`src/rtl/fb_write_arbiter.sv`:
```
// -----------------------------------------------------------------------------
// fb_write_arbiter
// Shares the single framebuffer blockram write port among N_REQ pixel writers.
// A grant is only acted on while the display is blanking, so writes never
// collide with scan-out reads. Requesters are served round-robin. A holder keeps
// the port for bursts of up to MAX_BURST pixels while someone else waits.
//
// Optional feature macro: FB_CLEAR_EN
//   When defined, this adds a full-screen clear sweep (clear_start_i/clear_busy_o).
//   The sweep writes 0 to every pixel and has the highest priority.
//
// Ports
//   clk_i         pixel-domain clock (shared with blockram / display)
//   rst_ni        asynchronous active-low reset
//   blank_i       1 = display not reading, writes allowed this cycle
//   req_i         per-requester request, held while pixels remain
//   req_x_i       packed x, requester i at [9*i+:9]
//   req_y_i       packed y, requester i at [8*i+:8]
//   req_bit_i     pixel value per requester
//   clear_start_i (FB_CLEAR_EN) pulse: start a clear sweep
//   clear_busy_o  (FB_CLEAR_EN) registered: clear sweep running
//   gnt_o         registered one-hot grant
//   ack_o         combinational: pixel consumed this cycle
//   do_write_o    blockram write enable
//   write_x_o     blockram write x
//   write_y_o     blockram write y
//   write_o       blockram write data
//   busy_o        registered: grant held or clear running
// -----------------------------------------------------------------------------
module fb_write_arbiter #(
  parameter int N_REQ     = 3,
  parameter int MAX_BURST = 16,
  parameter int FB_W      = 320,
  parameter int FB_H      = 200
) (
  input  logic               clk_i,
  input  logic               rst_ni,
  input  logic               blank_i,
  input  logic [N_REQ-1:0]   req_i,
  input  logic [9*N_REQ-1:0] req_x_i,
  input  logic [8*N_REQ-1:0] req_y_i,
  input  logic [N_REQ-1:0]   req_bit_i,
`ifdef FB_CLEAR_EN
  input  logic               clear_start_i,
  output logic               clear_busy_o,
`endif
  output logic [N_REQ-1:0]   gnt_o,
  output logic [N_REQ-1:0]   ack_o,
  output logic               do_write_o,
  output logic [8:0]         write_x_o,
  output logic [7:0]         write_y_o,
  output logic               write_o,
  output logic               busy_o
);

  localparam int PTR_W = 2;
  localparam int CNT_W = $clog2(MAX_BURST + 1);
  localparam logic [9:0]       FB_W_L    = 10'(FB_W);
  localparam logic [8:0]       FB_H_L    = 9'(FB_H);
  localparam logic [CNT_W-1:0] BURST_END = CNT_W'(MAX_BURST - 1);
  localparam logic [PTR_W-1:0] LAST_REQ  = PTR_W'(N_REQ - 1);

`ifdef FB_CLEAR_EN
  typedef enum logic [1:0] {ST_IDLE = 2'd0, ST_GRANT = 2'd1, ST_CLEAR = 2'd2} state_e;
`else
  typedef enum logic [1:0] {ST_IDLE = 2'd0, ST_GRANT = 2'd1} state_e;
`endif

  state_e             state_q, state_d;
  logic [N_REQ-1:0]   gnt_q, gnt_d;
  logic [PTR_W-1:0]   rr_q, rr_d;
  logic [CNT_W-1:0]   cnt_q, cnt_d;
  logic               busy_q, busy_d;
`ifdef FB_CLEAR_EN
  logic [8:0]         clr_x_q, clr_x_d;
  logic [7:0]         clr_y_q, clr_y_d;
  logic               clr_busy_q, clr_busy_d;
`endif

  logic [PTR_W-1:0]   hold_idx_s;
  logic [PTR_W-1:0]   next_ptr_s;
  logic [8:0]         hold_x_s;
  logic [7:0]         hold_y_s;
  logic               hold_bit_s;
  logic               in_range_s;
  logic               pick_found_s;
  logic [PTR_W-1:0]   pick_idx_s;
  logic [N_REQ-1:0]   pick_oh_s;
  logic               others_req_s;

  // Index of the current holder, decoded from the one-hot grant.
  always_comb begin
    hold_idx_s = {PTR_W{1'b0}};
    for (int i = 0; i < N_REQ; i++) begin
      if (gnt_q[i]) begin
        hold_idx_s = PTR_W'(i);
      end else begin
        hold_idx_s = hold_idx_s;
      end
    end
  end

  // Round-robin search: first set request starting at rr_q, wrapping mod N_REQ.
  always_comb begin
    int cand;
    pick_found_s = 1'b0;
    pick_idx_s   = {PTR_W{1'b0}};
    pick_oh_s    = {N_REQ{1'b0}};
    for (int k = 0; k < N_REQ; k++) begin
      cand = int'(rr_q) + k;
      if (cand >= N_REQ) begin
        cand = cand - N_REQ;
      end else begin
        cand = cand;
      end
      if (!pick_found_s && req_i[cand]) begin
        pick_found_s = 1'b1;
        pick_idx_s   = PTR_W'(cand);
      end else begin
        pick_found_s = pick_found_s;
      end
    end
    pick_oh_s[pick_idx_s] = 1'b1;
  end

  assign next_ptr_s   = (hold_idx_s == LAST_REQ) ? {PTR_W{1'b0}} : hold_idx_s + PTR_W'(1);
  assign others_req_s = |(req_i & ~gnt_q);
  assign hold_x_s     = req_x_i[9*hold_idx_s +: 9];
  assign hold_y_s     = req_y_i[8*hold_idx_s +: 8];
  assign hold_bit_s   = req_bit_i[hold_idx_s];
  assign in_range_s   = ({1'b0, hold_x_s} < FB_W_L) && ({1'b0, hold_y_s} < FB_H_L);

  // A pixel is consumed whenever the holder requests during blanking. gnt_q is
  // always zero during a clear sweep, so a clear also suppresses ack.
  assign ack_o = gnt_q & req_i & {N_REQ{blank_i}};

  // Blockram write-port mux: clear sweep, current holder, or idle zeros.
  always_comb begin
    do_write_o = 1'b0;
    write_x_o  = 9'd0;
    write_y_o  = 8'd0;
    write_o    = 1'b0;
`ifdef FB_CLEAR_EN
    if (state_q == ST_CLEAR) begin
      do_write_o = blank_i;
      write_x_o  = clr_x_q;
      write_y_o  = clr_y_q;
      write_o    = 1'b0;
    end else
`endif
    if (|gnt_q) begin
      // Out-of-range pixels are still acked but never reach the blockram.
      do_write_o = ack_o[hold_idx_s] & in_range_s;
      write_x_o  = hold_x_s;
      write_y_o  = hold_y_s;
      write_o    = hold_bit_s;
    end else begin
      do_write_o = 1'b0;
    end
  end

  // Next-state logic for arbitration, burst counting and the clear sweep.
  always_comb begin
    state_d = state_q;
    gnt_d   = gnt_q;
    rr_d    = rr_q;
    cnt_d   = cnt_q;
`ifdef FB_CLEAR_EN
    clr_x_d = clr_x_q;
    clr_y_d = clr_y_q;
`endif
    case (state_q)
      ST_IDLE: begin
        if (blank_i && pick_found_s) begin
          gnt_d   = pick_oh_s;
          cnt_d   = {CNT_W{1'b0}};
          state_d = ST_GRANT;
        end else begin
          state_d = ST_IDLE;
        end
      end
      ST_GRANT: begin
        if (!req_i[hold_idx_s]) begin
          gnt_d   = {N_REQ{1'b0}};
          rr_d    = next_ptr_s;
          state_d = ST_IDLE;
        end else if (blank_i) begin
          if (cnt_q == BURST_END) begin
            if (others_req_s) begin
              gnt_d   = {N_REQ{1'b0}};
              rr_d    = next_ptr_s;
              state_d = ST_IDLE;
            end else begin
              // Nobody waiting: keep the port and start a fresh burst.
              cnt_d = {CNT_W{1'b0}};
            end
          end else begin
            cnt_d = cnt_q + CNT_W'(1);
          end
        end else begin
          // Display reading: grant held, burst count frozen.
          cnt_d = cnt_q;
        end
      end
`ifdef FB_CLEAR_EN
      ST_CLEAR: begin
        if (blank_i) begin
          if (clr_x_q == 9'(FB_W - 1)) begin
            clr_x_d = 9'd0;
            if (clr_y_q == 8'(FB_H - 1)) begin
              clr_y_d = 8'd0;
              state_d = ST_IDLE;
            end else begin
              clr_y_d = clr_y_q + 8'd1;
            end
          end else begin
            clr_x_d = clr_x_q + 9'd1;
          end
        end else begin
          clr_x_d = clr_x_q;
        end
      end
`endif
      default: begin
        state_d = ST_IDLE;
        gnt_d   = {N_REQ{1'b0}};
      end
    endcase
`ifdef FB_CLEAR_EN
    // Clear pre-empts any grant and leaves the round-robin pointer alone.
    // A start pulse during a sweep is ignored.
    if (clear_start_i && (state_q != ST_CLEAR)) begin
      state_d = ST_CLEAR;
      gnt_d   = {N_REQ{1'b0}};
      rr_d    = rr_q;
      cnt_d   = {CNT_W{1'b0}};
      clr_x_d = 9'd0;
      clr_y_d = 8'd0;
    end else begin
      rr_d = rr_d;
    end
    clr_busy_d = (state_d == ST_CLEAR);
`endif
    busy_d = (state_d != ST_IDLE);
  end

  // State and registered outputs.
  always_ff @(posedge clk_i or negedge rst_ni) begin
    if (!rst_ni) begin
      state_q    <= ST_IDLE;
      gnt_q      <= {N_REQ{1'b0}};
      rr_q       <= {PTR_W{1'b0}};
      cnt_q      <= {CNT_W{1'b0}};
      busy_q     <= 1'b0;
`ifdef FB_CLEAR_EN
      clr_x_q    <= 9'd0;
      clr_y_q    <= 8'd0;
      clr_busy_q <= 1'b0;
`endif
    end else begin
      state_q    <= state_d;
      gnt_q      <= gnt_d;
      rr_q       <= rr_d;
      cnt_q      <= cnt_d;
      busy_q     <= busy_d;
`ifdef FB_CLEAR_EN
      clr_x_q    <= clr_x_d;
      clr_y_q    <= clr_y_d;
      clr_busy_q <= clr_busy_d;
`endif
    end
  end

  assign gnt_o  = gnt_q;
  assign busy_o = busy_q;
`ifdef FB_CLEAR_EN
  assign clear_busy_o = clr_busy_q;
`endif

endmodule

```
`config.mk`:
```
export PLATFORM = sky130hd
export DESIGN_NAME = fb_write_arbiter
export DESIGN_NICKNAME = d
export VERILOG_FILES = /design/src/rtl/fb_write_arbiter.sv
export SDC_FILE = /design/constraint.sdc
export NUM_CORES = 1
export LEC_CHECK = 0
export CELL_PAD_IN_SITES_DETAIL_PLACEMENT = 1
export CELL_PAD_IN_SITES_GLOBAL_PLACEMENT = 1
export CORE_AREA = 3 3 74 76
export DETAILED_ROUTE_END_ITERATION = 16
export DIE_AREA = 0 0 77 79
export PLACE_DENSITY_LB_ADDON = 0.1
export SYNTH_ARGS = -nofsm -noshare
export SYNTH_HDL_FRONTEND = slang
export SYNTH_SLANG_ARGS = --single-unit
```
`constraint.sdc`:
```
create_clock -name clk_i -period 3.97 [get_ports clk_i]
set_input_delay 0.9925 -clock clk_i [delete_from_list [all_inputs] [get_ports clk_i]]
set_output_delay 0.9925 -clock clk_i [all_outputs]
set_load 0.05 [all_outputs]
```
* Word-level counts from Yosys, hierarchy flattened *
Index checks and enable logic that the tools add are counted.
W data, S select, Z words.

storage, ports and cells
  register bits after elaboration = 13
  bits in latches = 0
  memory bits (writable) = 0
  ROM bits = 0
  bits of input ports = 60
  word-level logic and storage cells = 114
  memories = 0

cells by class
  add/subtract/negate cells = 7
  multipliers = 1
  divide/modulo/power cells = 0
  magnitude comparators = 11
  eq/ne operators = 13
  shift operators = 2
  muxes and demuxes = 55
  bitwise operators = 5
  reduce and logical (&&, ||, !) cells = 15

operators with widths
  cell                   number
  $lt A32 B4 Y1 const B  3
  $mux W32               3
  $shiftx A27 B7 Y9      1
  $mux W2                13
  $mux W5                5
  $shiftx A24 B6 Y8      1
  $mux W1                17
  $mux W3                5
  $bmux W1 S2            6
  $ne A3 B3 Y1 const B   4
  $ne A2 B2 Y1 const B   5
  $pmux W5 S2            1
  $and A3 B3 Y3          3
  $lt A9 B9 Y1 const B   1
  $mux W9                1
  $lt A8 B8 Y1 const B   1
  $mux W8                1
  $reduce_and A4 Y1      2
  $sub A3 B2 Y4 const B  2
  $ge A3 B2 Y1 const B   2
  $lt A2 B3 Y1 const B   2
  $mul A4 B2 Y6 const A  1
  $pmux W3 S2            1
  $reduce_or A3 Y1       2
  other kinds (20)       26

* Logic depth before layout (Yosys ltp) *
Gate-level depths: netlist of run 1.

  depth in word-level cells = 18
  depth in mapped cells = 7
  mapped depth without buffers = 7

* Least setup slack after synthesis of run 1 *
Ideal clock, no wire load.

  path kind = flip-flop to output port
  start point = register gnt_q[1], in the netlist gnt_o[1]
  end point = output port do_write_o
  data arrival time = 3.079 ns
  required time = 2.978 ns
  setup slack = -0.102 ns
  stages on the path, launching flop included = 8
  buffers on the path = 2
  path through = dfrtp_1 > buf_4 > buf_2 > mux2i_1 > nor2_1 > a21oi_1 > a21oi_1 > nor4_1

between the ends
  word-level cells in the longest chain between the ends = 8

RTL lines
  element                   line  source
  start: declaration        70    logic [N_REQ-1:0] gnt_q, gnt_d;
  start signal: assignment  251   gnt_q <= {N_REQ{1'b0}};
  start signal: assignment  262   gnt_q <= gnt_d;
  $mux W1                   95    if (gnt_q[i]) begin
  $mux W2                   95
  $mul A4 B2 Y6             128   assign hold_x_s = req_x_i[9*hold_idx_s +: 9];
  $shiftx A27 B7 Y9         128
  $lt A9 B9 Y1              131   assign in_range_s = ({1'b0, hold_x_s} < FB_W_L) && ({1'b0, hold_y_s} < FB_H_L);
  $logic_and A1 B1 Y1       131
  $and A1 B1 Y1             153   do_write_o = ack_o[hold_idx_s] & in_range_s;
  $mux W1 *                 151   if (|gnt_q) begin
  end: declaration          49    output logic do_write_o,

Every way passes the cells marked *; elsewhere a longest branch is shown, timed or not. The select of a mux whose other input is x is not followed.

* Final worst setup path of run 1 *
  start point = input port req_y_i[9]
  end point = output port write_y_o[1]

between the ends
  word-level cells in the longest chain between the ends = 2

RTL lines
  element             line  source
  start: declaration  41    input logic [8*N_REQ-1:0] req_y_i,
  $shiftx A24 B6 Y8   129   assign hold_y_s = req_y_i[8*hold_idx_s +: 8];
  $mux W8             151
  end: declaration    51    output logic [7:0] write_y_o,

Every way passes these cells.

==> results of run 1 <==
[cell usage in the layout, fill, tap and decap left out, types with 2 or more instances in the layout]
cell type,netlist,final
a22o_1,2,2
buf_4,1,15
clkdlybuf4s50_1,0,75
nor2b_1,4,4
a22oi_1,9,9
nand2_1,15,15
o2bb2ai_1,2,2
and3_1,6,6
nand2b_1,5,5
ha_1,3,3
nor3_1,3,3
inv_1,7,7
dfrtp_1,13,13
o21ai_0,15,15
mux2i_1,10,10
a21oi_1,16,16
clkbuf_8,0,3
nand3_1,3,3
nor2_1,22,22
o21a_1,3,3
[metrics by stage]
step                utilization, %  total power, W
floorplan                        -        0.000610
global placement              46.1        0.000847
detailed placement            46.1        0.000853
CTS                           47.0        0.000974
global route                  47.0         0.00103
finish                        47.0        0.000965
[cell usage after synthesis (2+ instances only)]
| library cell | number |
|---|---|
| a22oi_1 | 9 |
| inv_1 | 7 |
| buf_2 | 2 |
| nand2_1 | 15 |
| nor2b_1 | 4 |
| a22o_1 | 2 |
| o21a_1 | 3 |
| and3_1 | 6 |
| mux2i_1 | 10 |
| clkbuf_1 | 6 |
| nand2b_1 | 5 |
| a21oi_1 | 16 |
| nor2_1 | 22 |
| ha_1 | 3 |
| o21ai_0 | 15 |
| dfrtp_1 | 13 |
| o2bb2ai_1 | 2 |
| nor3_1 | 3 |
| nand3_1 | 3 |
[per-layer routing]
| layer | up-vias | GRT usage (%) |
|---|---|---|
| met4 | 0 | 2.14 |
| met5 | - | 0 |
| met1 | 717 | 18.4 |
| met3 | 5 | 4.08 |
| li1 | 776 | - |
| met2 | 44 | 27.2 |
[cell type report]
type	count	area, sq um
multi-input cells	140	886
well taps	67	83.8
repair buffers	91	883
clock buffers	4	45.0
fillers	611	2540
flip-flops and latches	13	325
inverters	7	26.3
[state kept, by name, summed over array words and instances, names as in the netlist]
register and cells:
state_q 2, cnt_q 5, rr_q 2, busy_o 1, gnt_o 3
[worst max-delay path, delay by kind of cell]
family / cells / cell delay (ns)
buffers and inverters: 2 / 1.32
AOI/OAI and AO/OA: 2 / 0.27
[final timing paths]
check | startpoint | to | slack (ns)
max | req_y_i[9] | write_y_o[1] | 0.39
min | cnt_q[4] | cnt_q[4] | 0.51
max reg2reg | gnt_o[1] | cnt_q[1] | 1.74
min reg2reg | cnt_q[4] | cnt_q[4] | 0.51
max in group asynchronous | rst_ni | cnt_q[0] | 2.43
min in group asynchronous | rst_ni | state_q[0] | 1.13
[cell families after synthesis]
kind of cell    synth area share [%]
buf+inv                         5.22
mux                             9.65
flops                           25.6
fa+ha+maj                       3.84
other cells                    0.295
simple gates                    24.8
compound gates                  30.6
[power groups by stage]
stage | clock, W | combinational, W | sequential [W]
2_1_floorplan | 0 | 0.000418 | 0.000192
3_3_place_gp | 0 | 0.000667 | 0.000179
3_5_place_dp | 0 | 0.000673 | 0.000180
4_1_cts | 0.000122 | 0.000675 | 0.000177
5_1_grt | 0.000131 | 0.000716 | 0.000181
6_report | 0.000118 | 0.000670 | 0.000177
==> results.sh, run 1 <==
export IMPL_outcome="complete, no violations"
export IMPL_drc=0
export IMPL_p_sw_w=0.000486
export IMPL_post_cts_buffers=0
export IMPL_tightest_slew_ns=0.615
export IMPL_crit_path_top_delay_cell="clkdlybuf4s50_1"
export IMPL_startpoint_type="input port"
export IMPL_avgViaCountPerCell=4.79
export IMPL_clk_latency_ns=0.24
export IMPL_cpMostUsedCell="clkdlybuf4s50_1"
export IMPL_clock_power_share_pct=12.2
export IMPL_postCtsHoldBufs=0
export IMPL_min_path_type="reg -> reg"
export IMPL_antenna_found_initial=0
export IMPL_cts_tree="built"
export IMPL_syn_area_sq_um=1270
export IMPL_seqPwrFrac_pct=18.4
export IMPL_vias=1542
export IMPL_wl_mm=4.65
export IMPL_avgSynthCellArea_sq_um=7.52
export IMPL_htree_num_levels=1
export IMPL_crit_arrival_ns=2.59
export IMPL_ys_async_sr_fraction_pct=100
export IMPL_r2r_cells=6
export IMPL_finalHoldViolations=0
export IMPL_place_inst=318
export IMPL_dp_slack_ns=0.379
export IMPL_final_setup_skew_ns=0.00446
export IMPL_fin_ws_ns=0.389
export IMPL_crit_path_max_incr_delay_ns=0.86
export IMPL_intPower_w=0.000478
export IMPL_grt_pass1_vias=1563
export IMPL_cts_clk_slew_worst_paths_ns=0.05
export IMPL_power_per_cell_area_nw_per_um2=429
export IMPL_wl_met1_mm=2.03
export IMPL_p_leak_nw=0.905
export IMPL_ys_ff_latch=13
export IMPL_crit_type="in -> out"
export IMPL_synth_top_cell_by_area="dfrtp_1"
export IMPL_wl_met2_mm=2.33
export IMPL_final_antenna_net_count=0
export IMPL_numPortBuffers=85
export IMPL_floorplan_die_height_microns=79
export IMPL_ys_types=42
export IMPL_routedWlPerCell_microns=14.4
export IMPL_critPathMaxFanout=1
export IMPL_ys_top_cells_by_area="dfrtp_1 (26%), mux2i_1 (7.9%), nor2_1 (6.5%)"
export IMPL_slew_headroom_pct=58.9
export IMPL_slew_viol_final=0
export IMPL_crit_chain="clkdlybuf4s50_1 > a22oi_1 > o21ai_0 > clkdlybuf4s50_1"
export IMPL_fin_nets=319
export IMPL_hold_path_cell_count=1
export IMPL_dpl_instance_area_sq_um=2200
export IMPL_setup_violations=0
export IMPL_grt_setup_unrepaired="false"
export IMPL_cts_sinks=13
export IMPL_topRoutingLayerUsed="met4"
export IMPL_cap_violations=0
export IMPL_row_count=25
export IMPL_core_region_area_sq_um=4790
export IMPL_vdd_drop_max_v=0.000231
export IMPL_grt_pass1_wl_mm=7.52
export IMPL_cts_made_buffers=3
export IMPL_syn_instance_count=169
export IMPL_holdWs_ns=0.506
export IMPL_ys_flop_type="dfrtp_1"
export IMPL_required_ns=2.98
export IMPL_period_minus_slack_ns=3.58
export IMPL_syn_nets=232
export IMPL_finalSetupTns_ns=0
export IMPL_grt_usage_pct=15.1
export IMPL_clock_path_buffers=2
export IMPL_drive_above_1_share_pct=10.2
export IMPL_fp_dieW_microns=77
export IMPL_drtIter0Drc=49
export IMPL_max_freq_ghz=0.279
export IMPL_ys_seq_area_share_pct=25.6
export IMPL_globalplace_congestion=0.783
export IMPL_dp_hpwl_mm=3.85
export IMPL_cts_root_buf="clkbuf_8"
export IMPL_area_delta_synth_final_pct=77.0
export IMPL_final_cells=322
export IMPL_firstDrtPassIters=4
export IMPL_grt_max_degree=20
export IMPL_final_cell_area_sq_um=2250
export IMPL_met3_wirelength_microns=262
export IMPL_start_util_pct=26.6
export IMPL_num_io_pins=86
export IMPL_synth_edf_count=0
export IMPL_dieArea_sq_um=6080
export IMPL_synth_top_cell_area_share_pct=25.6
export IMPL_share_comb_of_total_power_pct=69.4
export IMPL_diodes=0
export IMPL_grt_overflow=0
export IMPL_ctsResizeCount=0
export IMPL_ys_warn_count=0
export IMPL_p_sw_share_pct=50.4
export IMPL_finalCritPeriodShare_pct=90.2
export IMPL_endpoint_kind="output pin"
No activity file was read; power rests on OpenSTA's default activity.
==> inputs of run 2 (changes only) <==
CAP_MARGIN = 10   (was default)
==> results of run 2 <==
No change in the layout: final DEF, timing and power equal those of run 1.
==> inputs of run 3 (changes only) <==
SLEW_MARGIN = 5   (was default)
==> results of run 3 <==
No change in the layout: final DEF, timing and power equal those of run 1.
